==> config.mk <==
export PLATFORM = sky130hd
export DESIGN_NAME = riot_io_timer
export DESIGN_NICKNAME = d
export VERILOG_FILES = /design/src/rtl/riot_io_timer.sv
export SDC_FILE = /design/constraint.sdc
export NUM_CORES = 1
export LEC_CHECK = 0
export CORE_UTILIZATION = 45
export CTS_CLUSTER_SIZE = 14
export DETAILED_ROUTE_END_ITERATION = 8
export MAX_ROUTING_LAYER = met4
export PLACE_DENSITY = 0.77
export SLEW_MARGIN = 5
export SYNTH_ARGS = -nofsm -noshare
export SYNTH_HDL_FRONTEND = slang
export SYNTH_SLANG_ARGS = --single-unit
==> constraint.sdc <==
create_clock -name phi2 -period 1.98 [get_ports phi2]
set_input_delay 0.495 -clock phi2 [delete_from_list [all_inputs] [get_ports phi2]]
set_output_delay 0.495 -clock phi2 [all_outputs]
set_load 0.01 [all_outputs]
==> src/rtl/riot_io_timer.sv <==
// riot_io_timer: RIOT-style parallel I/O ports plus an 8-bit interval timer.
//
// Ports:
//   phi2          sole clock, all state updates on the rising edge
//   rst           asynchronous active-high reset
//   cs, we_n      chip select and write strobe (0=write, 1=read)
//   A[4:0]        register address
//   DI[7:0]       write data
//   DO[7:0]       read data, combinational, 8'h00 whenever OE=0
//   OE            cs & we_n
//   PI            pin inputs, port i at [8i+7:8i]
//   PO            output registers
//   PDIR          direction registers (1=output), drive pad output enables
//   irq           (tflag & tie) | (eflag & eie)
//
// Parameters: NPORTS (1..4) 8-bit ports; TIMER_RESET is the count at reset.
// Optional feature: define RIOT_EDGE_DETECT_EN to add edge detection on PI[7]
// with its own flag, enable and polarity. Without it eflag/eie read as 0.
//
// Bus protocol: there is no valid/ready handshake. A bus access is a
// single-cycle strobe: any cycle with cs=1 is one access, a write when
// we_n=0 and a read when we_n=1, and its side effects land on that
// cycle's rising edge of phi2. The device never stalls the bus.
module riot_io_timer #(
  parameter int         NPORTS      = 2,
  parameter logic [7:0] TIMER_RESET = 8'h00
) (
  input  logic                  phi2,
  input  logic                  rst,
  input  logic                  cs,
  input  logic                  we_n,
  input  logic [4:0]            A,
  input  logic [7:0]            DI,
  output logic [7:0]            DO,
  output logic                  OE,
  input  logic [8*NPORTS-1:0]   PI,
  output logic [8*NPORTS-1:0]   PO,
  output logic [8*NPORTS-1:0]   PDIR,
  output logic                  irq
);

  // Access strobes
  logic port_wr;
  logic timer_wr;
  logic timer_rd;

  assign OE       = cs & we_n;
  assign port_wr  = cs & ~we_n & ~A[4];
  assign timer_wr = cs & ~we_n & A[4] & ~A[2];
  assign timer_rd = cs & we_n & A[4] & ~A[2];

  // Timer state
  logic [7:0] count;
  logic [1:0] div_sel;
  logic [9:0] prescale;
  logic       tie;
  logic       tflag;
  logic       fast;      // after underflow the timer ticks every cycle
  logic       underflow;
  logic       eflag;
  logic       eie;

  // Prescaler reload value is divider-1.
  function automatic logic [9:0] div_reload(input logic [1:0] sel);
    case (sel)
      2'b00:   return 10'd0;
      2'b01:   return 10'd7;
      2'b10:   return 10'd63;
      default: return 10'd1023;
    endcase
  endfunction

  // Port registers; ports at or above NPORTS simply match no loop index.
  always_ff @(posedge phi2 or posedge rst) begin
    if (rst) begin
      PO   <= '0;
      PDIR <= '0;
    end else if (port_wr) begin
      for (int i = 0; i < NPORTS; i++) begin
        if (A[3:1] == 3'(i)) begin
          if (A[0]) PDIR[8*i +: 8] <= DI;
          else      PO[8*i +: 8]   <= DI;
        end
      end
    end
  end

  assign underflow = (prescale == 10'd0) && (count == 8'h00);

  always_ff @(posedge phi2 or posedge rst) begin
    if (rst) begin
      count    <= TIMER_RESET;
      div_sel  <= 2'b11;
      prescale <= 10'd1023;
      tie      <= 1'b0;
      tflag    <= 1'b0;
      fast     <= 1'b0;
    end else if (timer_wr) begin
      // A write beats a coincident underflow: flag stays clear.
      count    <= DI;
      div_sel  <= A[1:0];
      prescale <= div_reload(A[1:0]);
      tie      <= A[3];
      tflag    <= 1'b0;
      fast     <= 1'b0;
    end else begin
      if (prescale == 10'd0) begin
        count    <= count - 8'd1;
        prescale <= (fast || underflow) ? 10'd0 : div_reload(div_sel);
      end else begin
        prescale <= prescale - 10'd1;
      end
      if (underflow) fast <= 1'b1;
      if (timer_rd) tie <= A[3];
      // A read coincident with underflow leaves the flag set.
      if (underflow)     tflag <= 1'b1;
      else if (timer_rd) tflag <= 1'b0;
    end
  end

`ifdef RIOT_EDGE_DETECT_EN
  logic stat_rd;
  logic edge_wr;
  logic pa7_q;
  logic epol;
  logic eie_q;
  logic eflag_q;
  logic edge_hit;

  assign stat_rd  = cs & we_n & A[4] & A[2];
  assign edge_wr  = cs & ~we_n & A[4] & A[2];
  assign edge_hit = epol ? (~pa7_q & PI[7]) : (pa7_q & ~PI[7]);

  always_ff @(posedge phi2 or posedge rst) begin
    if (rst) begin
      pa7_q   <= 1'b0;
      epol    <= 1'b0;
      eie_q   <= 1'b0;
      eflag_q <= 1'b0;
    end else begin
      pa7_q <= PI[7];
      if (edge_wr) begin
        epol  <= A[0];
        eie_q <= A[1];
      end
      // An edge coincident with a status read wins.
      if (edge_hit)     eflag_q <= 1'b1;
      else if (stat_rd) eflag_q <= 1'b0;
    end
  end

  assign eflag = eflag_q;
  assign eie   = eie_q;
`else
  assign eflag = 1'b0;
  assign eie   = 1'b0;
`endif

  assign irq = (tflag & tie) | (eflag & eie);

  // Read mux
  logic [7:0] port_rd;
  always_comb begin
    port_rd = 8'h00;
    for (int i = 0; i < NPORTS; i++) begin
      if (A[3:1] == 3'(i)) begin
        if (A[0]) port_rd = PDIR[8*i +: 8];
        else      port_rd = (PO[8*i +: 8] & PDIR[8*i +: 8]) |
                            (PI[8*i +: 8] & ~PDIR[8*i +: 8]);
      end
    end
  end

  always_comb begin
    DO = 8'h00;
    if (OE) begin
      if (!A[4])      DO = port_rd;
      else if (!A[2]) DO = count;
      else            DO = {tflag, eflag, 6'b0};
    end
  end

endmodule

==> results of run 1 <==
critical path, stage by stage:
cell and delay [ns]:
buf_6 0.10, buf_2 0.14, or3b_4 0.38, a21oi_2 0.13, a21oi_1 0.05, o22ai_1 0.13, buf_2 0.16
flip-flops by register name, indices dropped and copies added, names as in the netlist:
| signal | cells |
|---|---|
| count | 8 |
| PO | 16 |
| PDIR | 16 |
| div_sel | 2 |
| prescale | 10 |
| tflag | 1 |
| tie | 1 |
| fast | 1 |
cells in the final DEF, fill, tap and decap left out, drive strengths merged, types with 5 or more instances in the layout:
master	n
buf	61
clkdlybuf4s50	48
o21ai	46
dfrtp	43
mux2	34
nand2	25
inv	13
dfstp	12
dlygate4sd2	12
nor2	10
a21oi	10
nand2b	8
xnor2	6
clkbuf	6
nor3	6
o31ai	5
or3b	5
path summary, 6_finish.rpt:
check	slack [ns]	depth (start not counted)	start	endpoint
setup / recovery	-0.1	7	A[0]	DO[7]
hold / removal	0.49	2	div_sel[1]	div_sel[1]
setup reg to reg	0.06	5	count[0]	count[6]
hold reg to reg	0.49	2	div_sel[1]	div_sel[1]
max in group asynchronous	1.12	3	rst	prescale[0]
min in group asynchronous	0.55	3	rst	tflag
final cells by class:
cell class / instances / area share, %
clock buffers: 6 / 1.65
clock inverters: 2 / 0.854
inverters: 13 / 1.11
multi-input cells: 213 / 36.2
flip-flops and latches: 55 / 31.6
repair buffers: 126 / 26.3
well taps: 77 / 2.19
power by group:
| group | leakage, nW | total [mW] | internal, mW | switching (mW) |
|---|---|---|---|---|
| registers | 0.682 | 1.69 | 1.43 | 0.260 |
| logic | 1.22 | 1.16 | 0.658 | 0.503 |
| clock network | 0.0514 | 0.745 | 0.378 | 0.368 |
metal layers:
layer	GRT usage, %	vias to the layer above	part of all wire (%)
met3	4.65	12	5.7
met4	8.94	0	1.3
met5	-	-	0
met1	32.9	1372	43
met2	41.9	94	50
li1	-	1305	-
cell families after synthesis:
logic type	share of synthesized area, %
AND/OR/NAND/NOR	17.0
adder cells (fa/ha/maj)	1.25
buffers and inverters	3.54
XOR/XNOR	2.62
multiplexers	13.7
AO/OA/AOI/OAI	15.5
flip-flops	46.3
timing repair:
item                       CTS  global route
gates resized for setup     91            18
pin swaps                   22            14
gates cloned                 2             0
setup buffers                1             2
setup endpoints to repair   17            14
metrics by stage:
stage | area, sq um | cells | utilization [%]
final | 4400 | 492 | 68.8
after global routing | 4400 | 492 | 68.8
after CTS | 4350 | 490 | 68.1
after detailed placement | 4170 | 479 | 65.3
after global placement | 4170 | 479 | 65.3
after floorplan | 3000 | 294 | -
==> impl_metrics.yaml, run 1 <==
run_status:
  status: "finished with violations"
  violations: "negative setup slack"
pwr:
  p_leak_nw: 1.96
  vdd_ir_drop_max_v: 0.000463
  p_per_area_mw_per_mm2: 818
  finalPower_mw: 3.60
logic_synthesis:
  synth_cells: 294
  synth_commonest_cells: "dfrtp_1 (43), o21ai_0 (43), mux2_2 (27)"
  synthDominantCellAreaShare_pct: 35.8
  synth-edff-count: 0
  yosysWarnings: 0
  avgSynthCellArea_sq_um: 10.2
  synth_seq_area_share_pct: 46.3
  syn-cell-area_sq_mm: 0.00300
  synth_cell_types: 53
  syn_nets: 330
  ys_seq_elements: 55
  synth_top_flop_cell: "dfrtp_1"
  async_reset_ff_share_pct: 100
  ys_top_cells_by_area: "dfrtp_1 (36%), dfstp_2 (10%), mux2_2 (10%)"
  synth_top_area_cell: "dfrtp_1"
timing:
  setup_tns_ns: -0.405
  period_minus_slack_ns: 2.08
  tightest_slew_ns: 0.426
  fin_ws_ns: -0.0952
  final_max_slew_viol_count: 0
  hold_viol_final: 0
  setup_viol: 7
  finClkSkew_ns: 0.0141
  slew-limit-headroom_pct: 71.5
  rsz0062_at_grt: "true"
  max_freq_ghz: 0.482
  period_share_pct: 105
  whs_ns: 0.486
flow_run:
  cap_violations: 0
critical_path:
  required_ns: 1.48
  cp.arrival_ns: 1.58
  critPathLaunchType: "primary input"
  crit_type: "primary input to primary output"
  cp_max_fo: 4
  end_kind: "primary output"
global_route:
  grt_max_degree: 56
  antenna_found_initial: 0
  grt_pass1_wl_um: 14000
  track_usage_pct: 25.9
  overflow: 0
  grt_pass1_vias: 2802
drt:
  vias_per_cell: 5.66
  wl_per_cell_um: 17.3
  drtIter0Drc: 184
  drtAntennaViolNets: 0
  vias: 2783
  dr.pass1.iters: 5
  routed_wl_um: 8510
  drc: 0
cts:
  htree_num_levels: 2
  clock-sinks: 55
  insertion_delay_ns: 0.31
  holdBufCountCts: 0
  cts_buffers: 5
  clk_path_buf_depth: 2
  clk_pin_slew_worst_paths_ns: 0.10
  cts_root_buf: "clkbuf_8"
  tritoncts: "done"
die:
  design.core.area_sq_mm: 0.00639
  die_height_um: 83.7
  fp-row-count: 29
  chipWidth_um: 83.7
  dieArea_sq_mm: 0.00701
  pin_count: 75
  initial_core_util_pct: 47.0
finish:
  nFillCells: 497
  antennaDiodeCount: 0
  area_growth_syn_to_layout_pct: 46.4
  seqCellArea_sq_mm: 0.00139
  multi_input_area_sq_mm: 0.00159
  drive_gt1_share_pct: 33.0
  nets: 450
placement:
  place.gp.congestion: 0.860
  port_buffers: 74
  post-dp-hpwl_um: 5840
  dp_slack_ns: -0.946
worst_hold_path:
  min_path_type: "register to register"
Note: power is estimated with default switching activity, not from simulation.
==> run 2, diff against run 1 <==
PLACE_DENSITY = 0.86   (was 0.77)
SETUP_SLACK_MARGIN = 0.4   (was unset)
==> run 2 against run 1 <==
Compared with the run above:
- register-to-register slack got worse by 0.23 ns
- non-clock buffer count grew 15
- combinational power up 42%
- highest routed layer unchanged
- critical path type is now register to register
- the run still ends with negative setup slack left
- flip-flop and latch count stayed put
- hold slack gained 0.028 ns
==> impl_metrics.yaml, run 2 (synthesis results as in run 1) <==
run_status:
  violations: "negative setup slack"
  status: "finished with violations"
die:
  dieArea_sq_mm: 0.00701
  initial_core_util_pct: 47.0
  die_height_um: 83.7
  design.core.area_sq_mm: 0.00639
  pin_count: 75
  fp-row-count: 29
  chipWidth_um: 83.7
drt:
  vias: 3409
  wl_per_cell_um: 26.6
  dr.pass1.iters: 5
  drtAntennaViolNets: 0
  drtIter0Drc: 371
  drc: 0
  routed_wl_um: 13500
  vias_per_cell: 6.71
cts:
  insertion_delay_ns: 0.34
  cts_buffers: 5
  tritoncts: "done"
  clk_path_buf_depth: 2
  cts_root_buf: "clkbuf_8"
  clk_pin_slew_worst_paths_ns: 0.12
  holdBufCountCts: 0
  clock-sinks: 55
  htree_num_levels: 2
worst_hold_path:
  min_path_type: "register to register"
global_route:
  antenna_found_initial: 0
  grt_max_degree: 56
  track_usage_pct: 33.5
  grt_pass1_vias: 3422
  grt_pass1_wl_um: 17600
  overflow: 0
timing:
  fin_ws_ns: -0.165
  whs_ns: 0.513
  rsz0062_at_grt: "true"
  slew-limit-headroom_pct: 67.3
  max_freq_ghz: 0.466
  tightest_slew_ns: 0.487
  hold_viol_final: 0
  period_minus_slack_ns: 2.15
  final_max_slew_viol_count: 0
  setup_viol: 9
  period_share_pct: 108
  finClkSkew_ns: 0.0145
pwr:
  p_leak_nw: 2.28
  vdd_ir_drop_max_v: 0.000473
  p_int_mw: 2.55
  p_comb_share_pct: 39.6
  p_switching_mw: 1.61
  power_frac_seq_pct: 43.0
  swShare_pct: 38.7
  power_frac_clock_pct: 17.4
  p_per_area_mw_per_mm2: 836
critical_path:
  end_kind: "register"
  cp_slowest_cell: "o31ai_1"
  crit_buf_inv: 2
  required_ns: 2.15
  cp.arrival_ns: 2.32
  crit_type: "register to register"
  cp_max_fo: 5
  cp_top_family: "compound AO/OA/AOI/OAI gates"
  critPathLaunchType: "register"
  max_stage_delay_ns: 0.44
  path_cells: "inv_2, ha_4, nor3b_4, nand3_4, buf_6, o31ai_1, a31oi_1"
placement:
  post-dp-hpwl_um: 5870
  port_buffers: 74
  dp_slack_ns: -0.889
  place.gp.congestion: 0.848
flow_run:
  cap_violations: 0
finish:
  layout_commonest_cell: "dfrtp_1"
  nets: 466
  reg_top3: "PDIR: 16 flops, PO: 16 flops, prescale: 10 flops"
  drive_gt1_share_pct: 54.5
  area_growth_syn_to_layout_pct: 65.5
  nFillCells: 305
  seqCellArea_sq_mm: 0.00139
  antennaDiodeCount: 0
  multi_input_area_sq_mm: 0.00199
  final_cell_mix: "dfrtp_1 (43), buf_4 (37), dlygate4sd2_1 (25)"
## run 2: cell types whose count changed in the layout (fill, tap and decap cells not counted), moves of 9 or more
cell	delta
buf_2	+9
buf_6	+18
clkdlybuf4s50_1	-35
dlygate4sd2_1	+13
mux2_4	+10
o21ai_0	-20
o21ai_2	+15
## run 2: area by class of cell
cell class | count | area share, %
tap | 77 | 1.94
inverter | 13 | 1.06
clock buffer | 5 | 1.38
multi-input combinational | 214 | 39.9
clock inverter | 3 | 0.554
timing repair buffer | 141 | 27.1
sequential | 55 | 28.0
## run 2: path summary, 6_finish.rpt
| check | from | to | slack [ns] | cells after the start |
|---|---|---|---|---|
| min in group asynchronous | rst | tie | 0.56 | 3 |
| setup / recovery | prescale[0] | count[6] | -0.17 | 7 |
| setup reg to reg | prescale[0] | count[6] | -0.17 | 7 |
| max in group asynchronous | rst | prescale[0] | 1.10 | 3 |
| hold / removal | tie | tie | 0.51 | 1 |
| hold reg to reg | tie | tie | 0.51 | 1 |
## run 2: power groups by stage
stage / Sequential, mW / Clock [mW] / Combinational, mW
floorplan: 1.71 / 0 / 0.652
global placement: 1.70 / 0 / 1.12
detailed placement: 1.72 / 0 / 1.17
CTS: 1.72 / 0.673 / 1.34
global route: 1.81 / 0.759 / 1.71
finish: 1.79 / 0.722 / 1.65
## run 2: timing repair
action                                  4_1_cts  5_1_grt
endpoints found under the setup margin       95       44
resized for setup                           204       67
buffers inserted                             19        8
pin swaps                                    39       22
gates cloned                                  4        1
## run 2: routing by layer
layer	track usage (%)	part of all wire [%]	up-vias
li1	-	-	1343
met1	38.1	37	1656
met2	54.8	46	287
met3	6.13	8.8	123
met4	20.5	8.4	0
met5	-	0	-
## run 2: per-stage QoR
| step | utilization, % | total power [mW] | std cells | area, sq um | setup TNS [ns] |
|---|---|---|---|---|---|
| 6_report | 77.8 | 4.16 | 508 | 4970 | -1.07 |
| 5_1_grt | 77.8 | 4.28 | 508 | 4970 | -1.39 |
| 2_1_floorplan | - | 2.36 | 294 | 3220 | 0 |
| 3_3_place_gp | 67.1 | 2.83 | 468 | 4290 | -16.40 |
| 4_1_cts | 73.7 | 3.73 | 499 | 4710 | -0.398 |
| 3_5_place_dp | 67.1 | 2.89 | 468 | 4290 | -17.49 |
